**config.mk**
```make
export PLATFORM = sky130hd
export DESIGN_NAME = pulse_stretcher
export DESIGN_NICKNAME = d
export VERILOG_FILES = /design/src/rtl/pulse_stretcher.sv
export SDC_FILE = /design/constraint.sdc
export NUM_CORES = 1
export LEC_CHECK = 0
export ABC_AREA = 1
export ABC_CLOCK_PERIOD_IN_PS = 2830
export BUFFER_PORTS_ARGS = -buffer_cell sky130_fd_sc_hd__buf_2
export CORE_MARGIN = 2
export CORE_UTILIZATION = 30
export DETAILED_ROUTE_END_ITERATION = 10
export PLACE_DENSITY_LB_ADDON = 0.12
export SLEW_MARGIN = 20
export SYNTH_ARGS = -nofsm -noshare
export SYNTH_HDL_FRONTEND = slang
export SYNTH_SLANG_ARGS = --single-unit
```
**constraint.sdc**
```tcl
create_clock -name clk -period 2.83 [get_ports clk]
set_input_delay 0.4245 -clock clk [delete_from_list [all_inputs] [get_ports clk]]
set_output_delay 0.4245 -clock clk [all_outputs]
set_load 0.05 [all_outputs]
```
**src/rtl/pulse_stretcher.sv**
```systemverilog
// Converts single-cycle event strobes into WIDTH-cycle pulses separated by at least GAP low
// cycles; strobes arriving mid-pulse are queued in a saturating pending counter.
module pulse_stretcher #(
   parameter int unsigned WIDTH    = 4,
   parameter int unsigned GAP      = 2,
   parameter int unsigned PEND_MAX = 7
) (
   input  logic                          clk,
   input  logic                          rst_n,
   input  logic                          in,
   input  logic                          clr_ovf,
   output logic                          q,
   output logic                          busy,
   output logic [$clog2(PEND_MAX+1)-1:0] pend,
   output logic                          ovf
);

   localparam int unsigned WW = $clog2(WIDTH + 1);
   localparam int unsigned GW = (GAP > 0) ? $clog2(GAP + 1) : 1;
   localparam int unsigned PW = $clog2(PEND_MAX + 1);

   localparam logic [WW-1:0] WLAST = WW'(WIDTH);
   localparam logic [GW-1:0] GLAST = GW'(GAP);
   localparam logic [PW-1:0] PFULL = PW'(PEND_MAX);

   if (WIDTH < 1) begin : g_bad_width
      $error("pulse_stretcher: WIDTH must be >= 1");
   end
   if (PEND_MAX < 1) begin : g_bad_pend
      $error("pulse_stretcher: PEND_MAX must be >= 1");
   end

   typedef enum logic [1:0] {StIdle, StHigh, StGap} state_t;

   state_t          state_q, state_d;
   logic [WW-1:0]   wcnt_q, wcnt_d;
   logic [GW-1:0]   gcnt_q, gcnt_d;
   logic [PW-1:0]   pend_q, pend_d;
   logic            ovf_q, ovf_d;
   logic            q_q;
   logic            gap_exit;
   logic            queue_evt;

   always_comb begin
      state_d   = state_q;
      wcnt_d    = wcnt_q;
      gcnt_d    = gcnt_q;
      pend_d    = pend_q;
      ovf_d     = ovf_q;
      gap_exit  = 1'b0;
      queue_evt = 1'b0;

      unique case (state_q)
         StIdle: begin
            if (in) begin
               state_d = StHigh;
               wcnt_d  = WW'(1);
            end
         end
         StHigh: begin
            if (wcnt_q == WLAST) begin
               if (GAP > 0) begin
                  state_d   = StGap;
                  gcnt_d    = GW'(1);
                  queue_evt = in;
               end else begin
                  gap_exit = 1'b1;
               end
            end else begin
               wcnt_d    = wcnt_q + WW'(1);
               queue_evt = in;
            end
         end
         StGap: begin
            if (gcnt_q == GLAST) begin
               gap_exit = 1'b1;
            end else begin
               gcnt_d    = gcnt_q + GW'(1);
               queue_evt = in;
            end
         end
         default: state_d = StIdle;
      endcase

      // An event on the exit cycle either replaces the pending decrement or launches directly,
      // so it can never overflow.
      if (gap_exit) begin
         if ((pend_q != '0) || in) begin
            state_d = StHigh;
            wcnt_d  = WW'(1);
            if ((pend_q != '0) && !in) begin
               pend_d = pend_q - PW'(1);
            end
         end else begin
            state_d = StIdle;
         end
      end

      if (clr_ovf) begin
         ovf_d = 1'b0;
      end
      if (queue_evt) begin
         if (pend_q == PFULL) begin
            ovf_d = 1'b1;
         end else begin
            pend_d = pend_q + PW'(1);
         end
      end
   end

   always_ff @(posedge clk or negedge rst_n) begin
      if (!rst_n) begin
         state_q <= StIdle;
         wcnt_q  <= '0;
         gcnt_q  <= '0;
         pend_q  <= '0;
         ovf_q   <= 1'b0;
         q_q     <= 1'b0;
      end else begin
         state_q <= state_d;
         wcnt_q  <= wcnt_d;
         gcnt_q  <= gcnt_d;
         pend_q  <= pend_d;
         ovf_q   <= ovf_d;
         q_q     <= (state_d == StHigh);
      end
   end

   assign q    = q_q;
   assign busy = (state_q != StIdle);
   assign pend = pend_q;
   assign ovf  = ovf_q;

endmodule

```
---- After elaboration in Yosys (flattened, before gate mapping) ----
Index checks and enable logic that the tools add are counted.
word-level totals
  register bits after elaboration ......... 12
  word-level logic and storage cells ...... 51
  output and inout port bits .............. 6
  bits of input ports ..................... 4
cells by class
  muxes and demuxes ....................... 25
  reductions and logical operators ........ 8
  add/subtract/negate cells ............... 4
  eq/ne operators ......................... 8
operators with widths
  cell                                              count
  two-way mux 3 bit                                 9
  two-way mux 2 bit                                 5
  two-way mux 1 bit                                 7
  adder 3 x 1 -> 3 bit, second input constant       2
  == test 3 bit, second input constant              2
  one-hot mux 2 bit (3 select lines)                1
  one-hot mux 3 bit (2 select lines)                1
  == test 2 x 1 -> 1 bit, second input constant     2
  == test 2 bit, second input constant              2
  inequality test 2 bit, second input constant      2
  one-hot mux 2 bit (2 select lines)                1
  nonzero test 2 bit                                2
  AND reduction 3 bit                               1
  nonzero test 3 bit                                1
  subtractor 3 x 1 -> 3 bit, second input constant  1
  adder 2 x 1 -> 2 bit, second input constant       1
  zero test 2 bit                                   1
  one-hot mux 1 bit (2 select lines)                1
  logical AND 1 bit                                 1
  zero test 1 bit                                   1
  logical OR 1 bit                                  1

---- Depth between registers and ports, before layout ----
  depth after elaboration ................. 7
  depth in mapped cells ................... 10
  depth with buffers taken out ............ 10

---- Worst setup path after synthesis ----
No wires, ideal clock.
  path type ............................... register to register
  start ................................... reg pend_q[0] (netlist: pend[0])
  end ..................................... reg pend_q[0] (netlist: pend[0])
  required time ........................... 2.717 ns
  setup slack ............................. 1.302 ns
  setup time .............................. 0.113 ns
  period minus slack after synthesis ...... 1.528 ns
  arrival ................................. 1.415 ns
  buffers on the path ..................... 0
  cell stages (with the launch flop) ...... 9
  cells stage by stage .................... dfrtp_1 > ha_1 > ha_1 > inv_1 > nand3_2 > nand2_1 > nand2_1 > nand2_1 > inv_1
on the way
  cells in the longest elaborated chain, start to end .. 7
  elaborated cells between the ends (all ways) .. 11
  classes of those cells .................. add/sub: 2; eq/ne: 1; mux: 5; reduce/logical: 3
RTL lines
  element                                                            RTL line  RTL
  from (decl)                                                        38        logic [PW-1:0] pend_q, pend_d;
  from (signal assigned)                                             123       pend_q <= pend_d;
  branches (longest 6 deep; another with subtractor 3 x 1 -> 3 bit)  --
  two-way mux 3 bit *                                                102       if (queue_evt) begin
  net pend_d[0]                                                      38
Mark *: on every way through the listed nets, which the timed path passes.
A chain may end at the register's enable or synchronous reset.

---- Worst setup path in the final report ----
  start ................................... reg state_q[1]
  end ..................................... out busy
on the way
  cells in the longest elaborated chain, start to end .. 1
RTL lines
  element                 RTL line  RTL
  from (decl)             35        state_t state_q, state_d;
  from (signal assigned)  113       state_q <= StIdle;
  from (signal assigned)  120       state_q <= state_d;
  nonzero test 2 bit      130       assign busy = (state_q != StIdle);
  to (decl)               13        output logic busy,
Every way passes these cells.

==> key figures <==
Routing
  • DRC: 0
  • Total Wirelength: 1.59 mm
  • DR vias: around 700
  • Iteration count of the initial detailed-routing pass: 4
  • Vias/cell: 4.56
  • Post-DRT Antenna Nets: 0
  • Iteration-0 DRC Markers: 12
  • WL/cell: approximately 10 um

Clock tree
  • Post-CTS Setup Bufs: 0
  • TritonCTS Sinks: 12
  • Worst-path clk slew: around 0.07 ns
  • Cts hold-fix bufs: 0
  • CTS Buf Count: 3
  • Post-CTS Resized: 0
  • H-tree Lvls: 1
  • Clock network latency to the later pin of the worst-skew pair: ~0.27 ns
  • TritonCTS clock tree: built
  • Root buf cell: clkbuf_4
  • Max Root-Sink Buffers: 2

Worst setup path
  • R2R depth: 9
  • CP Buf/Inv Count: 3
  • Crit path max-delay family: buffers and inverters
  • Cell mode on critical path: inv_1
  • Crit path DAT: 1.35 ns
  • R2R Path Start: state_q[1]
  • Critical Path End Type: primary output
  • CP Data Required Time: about 2.4 ns
  • Crit path largest cell delay: 0.40 ns
  • Worst Path Max Fanout: 4
  • Worst path cell trace: inv_1 -> ha_1 -> inv_1 -> buf_2
  • Reg-to-Reg End: pend[0]
  • Critical Path Stages: 4
  • Kind of critical path: flop to primary output
  • Worst setup path start: state_q[1]
  • Startpoint types: flop
  • Critical path's slowest cell: dfrtp_1
  • Worst R2R Setup Slack: 1.36 ns

Synth
  • Post-Synth XOR/XNOR Area: 0
  • Main combinational cell family by area after synthesis: simple AND/OR/NAND/NOR gates
  • Mapped Nets: about 130
  • Yosys warning total: 0
  • Synth Area in Compound Gates: 0.0624
  • Post-Synth Simple-Gate Area: 0.295
  • Syn Inst Count: around 110
  • Register area share after synthesis: 0.365
  • Synth Register Bits: 12
  • Post-Synth Adder-Cell Area: 0.167
  • Cell area after synthesis: approximately 820 um2
  • Synthesized area per cell: between 7 and 8 um2
  • Post-synthesis mux area share: 0
  • Synth unique cells: 15

GRT
  • Initial antenna violation count: 0
  • First-pass GRT wire length: about 2.8 mm
  • Largest net degree at the start of global routing: 13
  • Grt total ovfl: 0
  • Vias in the first global route: between 600 and 700
  • GRT Total Usage: 0.114

Power
  • Sequential fraction of design power: 0.292
  • Sw frac: 0.524
  • Internal power: just under 0.5 mW
  • Clock Power Share: 0.106
  • P per Cell Area: about 1100 nW/um2
  • Maximum vdd ir drop: roughly 450 uV
  • Psw: 0.530 mW
  • Leak Pwr: between 0.5 and 0.6 nW
  • Logic gate share of total power: 0.602

STA
  • Peak Freq: 562 MHz
  • Skew final: approximately 0.00045 ns
  • Worst Tran Pin Value: between 0.2 and 0.3 ns
  • Final Hold Violating Endpoints: 0
  • Headroom to the max-slew limit: 0.815
  • Unrepaired setup endpoints after global routing: no
  • Setup_tns: 0 ns
  • Crit path time final: 1.78 ns
  • Final setup vio count: 0
  • Tcrit/Tclk final: 0.628
  • Max Slew Vio Count: 0

Place
  • GPL Wtd Cong: 0.827
  • Post-DP HPWL: between 1 and 1.5 mm
  • Port buffer count: 9

Finish
  • Most frequent cells in the layout: nand2_1, inv_1, dfrtp_1
  • Number of diodes: 0
  • Area delta synth->final: 12.8%
  • Share of cells above drive strength 1: 0.122
  • Fin util: 0.364
  • Commonest non-fill, non-tap cell in the layout: nand2_1
  • Nets@finish: 140
  • # fillers: about 270

Floorplan
  • Initial Utilization: 0.323
  • Die Y: approximately 56 um
  • Die Wd: around 56 um
  • Core Region: between 2000 and 3000 um2
  • Top Ports: 10
  • FP Rows: 18
  • Full die area: 3170 um2

Outcome
  • Outcome: finished, final reports clean

Hold path
  • Hold Path Class: primary input to asynchronous set/reset pin

Job
  • Max Cap Violations: 0
-- logic make-up (layout without fill, tap and decap cells) --
family | after synthesis | after routing
adder cells (fa/ha/maj) | 11 | 11
AND/OR/NAND/NOR | 55 | 55
AO/OA/AOI/OAI | 9 | 9
flip-flops | 12 | 12
buffers and inverters | 24 | 36
-- state kept, by name (all words and copies together), names as in the netlist --
| signal | count |
|---|---|
| pend | 3 |
| q | 1 |
| gcnt_q | 2 |
| wcnt_q | 3 |
| state_q | 2 |
| ovf | 1 |
-- cell usage after synthesis --
cell	number	area, um2
nand2_1	35	131
inv_1	24	90.1
dfrtp_1	12	300
ha_1	11	138
nand3_1	8	40.0
o21ai_0	6	30.0
nor2_1	4	15.0
nand4_1	3	18.8
nand3b_1	2	15.0
a22oi_1	1	7.51
a31oi_1	1	6.26
nand2_2	1	6.26
nand3_2	1	10.0
nor2_2	1	6.26
o21bai_1	1	7.51
-- power groups by stage --
stage          Sequential, mW  Combinational (mW)  Clock [mW]
3_5_place_dp            0.299               0.613           0
4_1_cts                 0.296               0.615       0.113
3_3_place_gp            0.299               0.615           0
2_1_floorplan           0.385               0.393           0
5_1_grt                 0.306               0.693       0.124
6_report                0.295               0.608       0.107
-- how the worst max path moves through the flow --
| stage | end |
|---|---|
| floorplan | pend[0] |
| global placement | busy |
| detailed placement | busy |
| CTS | busy |
| global route | busy |
| finish | busy |
-- final cells by class --
| type | count | area (um2) | share of cell area |
|---|---|---|---|
| flip-flops and latches | 12 | 300 | 0.324 |
| inverters | 24 | 90.1 | 0.0972 |
| clock buffers | 3 | 22.5 | 0.0243 |
| repair buffers | 9 | 45.0 | 0.0486 |
| well taps | 30 | 37.5 | 0.0405 |
| multi-input cells | 75 | 432 | 0.466 |
-- per-stage QoR --
| step | hold slack (ns) | total power, mW | setup slack (ns) | cell area [um2] | cells |
|---|---|---|---|---|---|
| finish | 0.0164 | 1.01 | 1.05 | 927 | 153 |
| global route | 0.0197 | 1.12 | 0.952 | 927 | 153 |
| CTS | 0.0201 | 1.02 | 1.03 | 927 | 153 |
| detailed placement | 0.325 | 0.912 | 1.36 | 905 | 150 |
| global placement | 0.327 | 0.914 | 1.37 | 905 | 150 |
| floorplan | 0.129 | 0.778 | 1.30 | 822 | 111 |
-- per-layer routing --
| metal | vias up | part of all wire | track usage |
|---|---|---|---|
| met3 | 5 | 0.038 | 0.0323 |
| met2 | 15 | 0.42 | 0.166 |
| li1 | 369 | - | - |
| met1 | 309 | 0.51 | 0.147 |
| met4 | 0 | 0.026 | 0.0714 |
| met5 | - | 0 | 0 |
(Power assumes the default switching activity.)
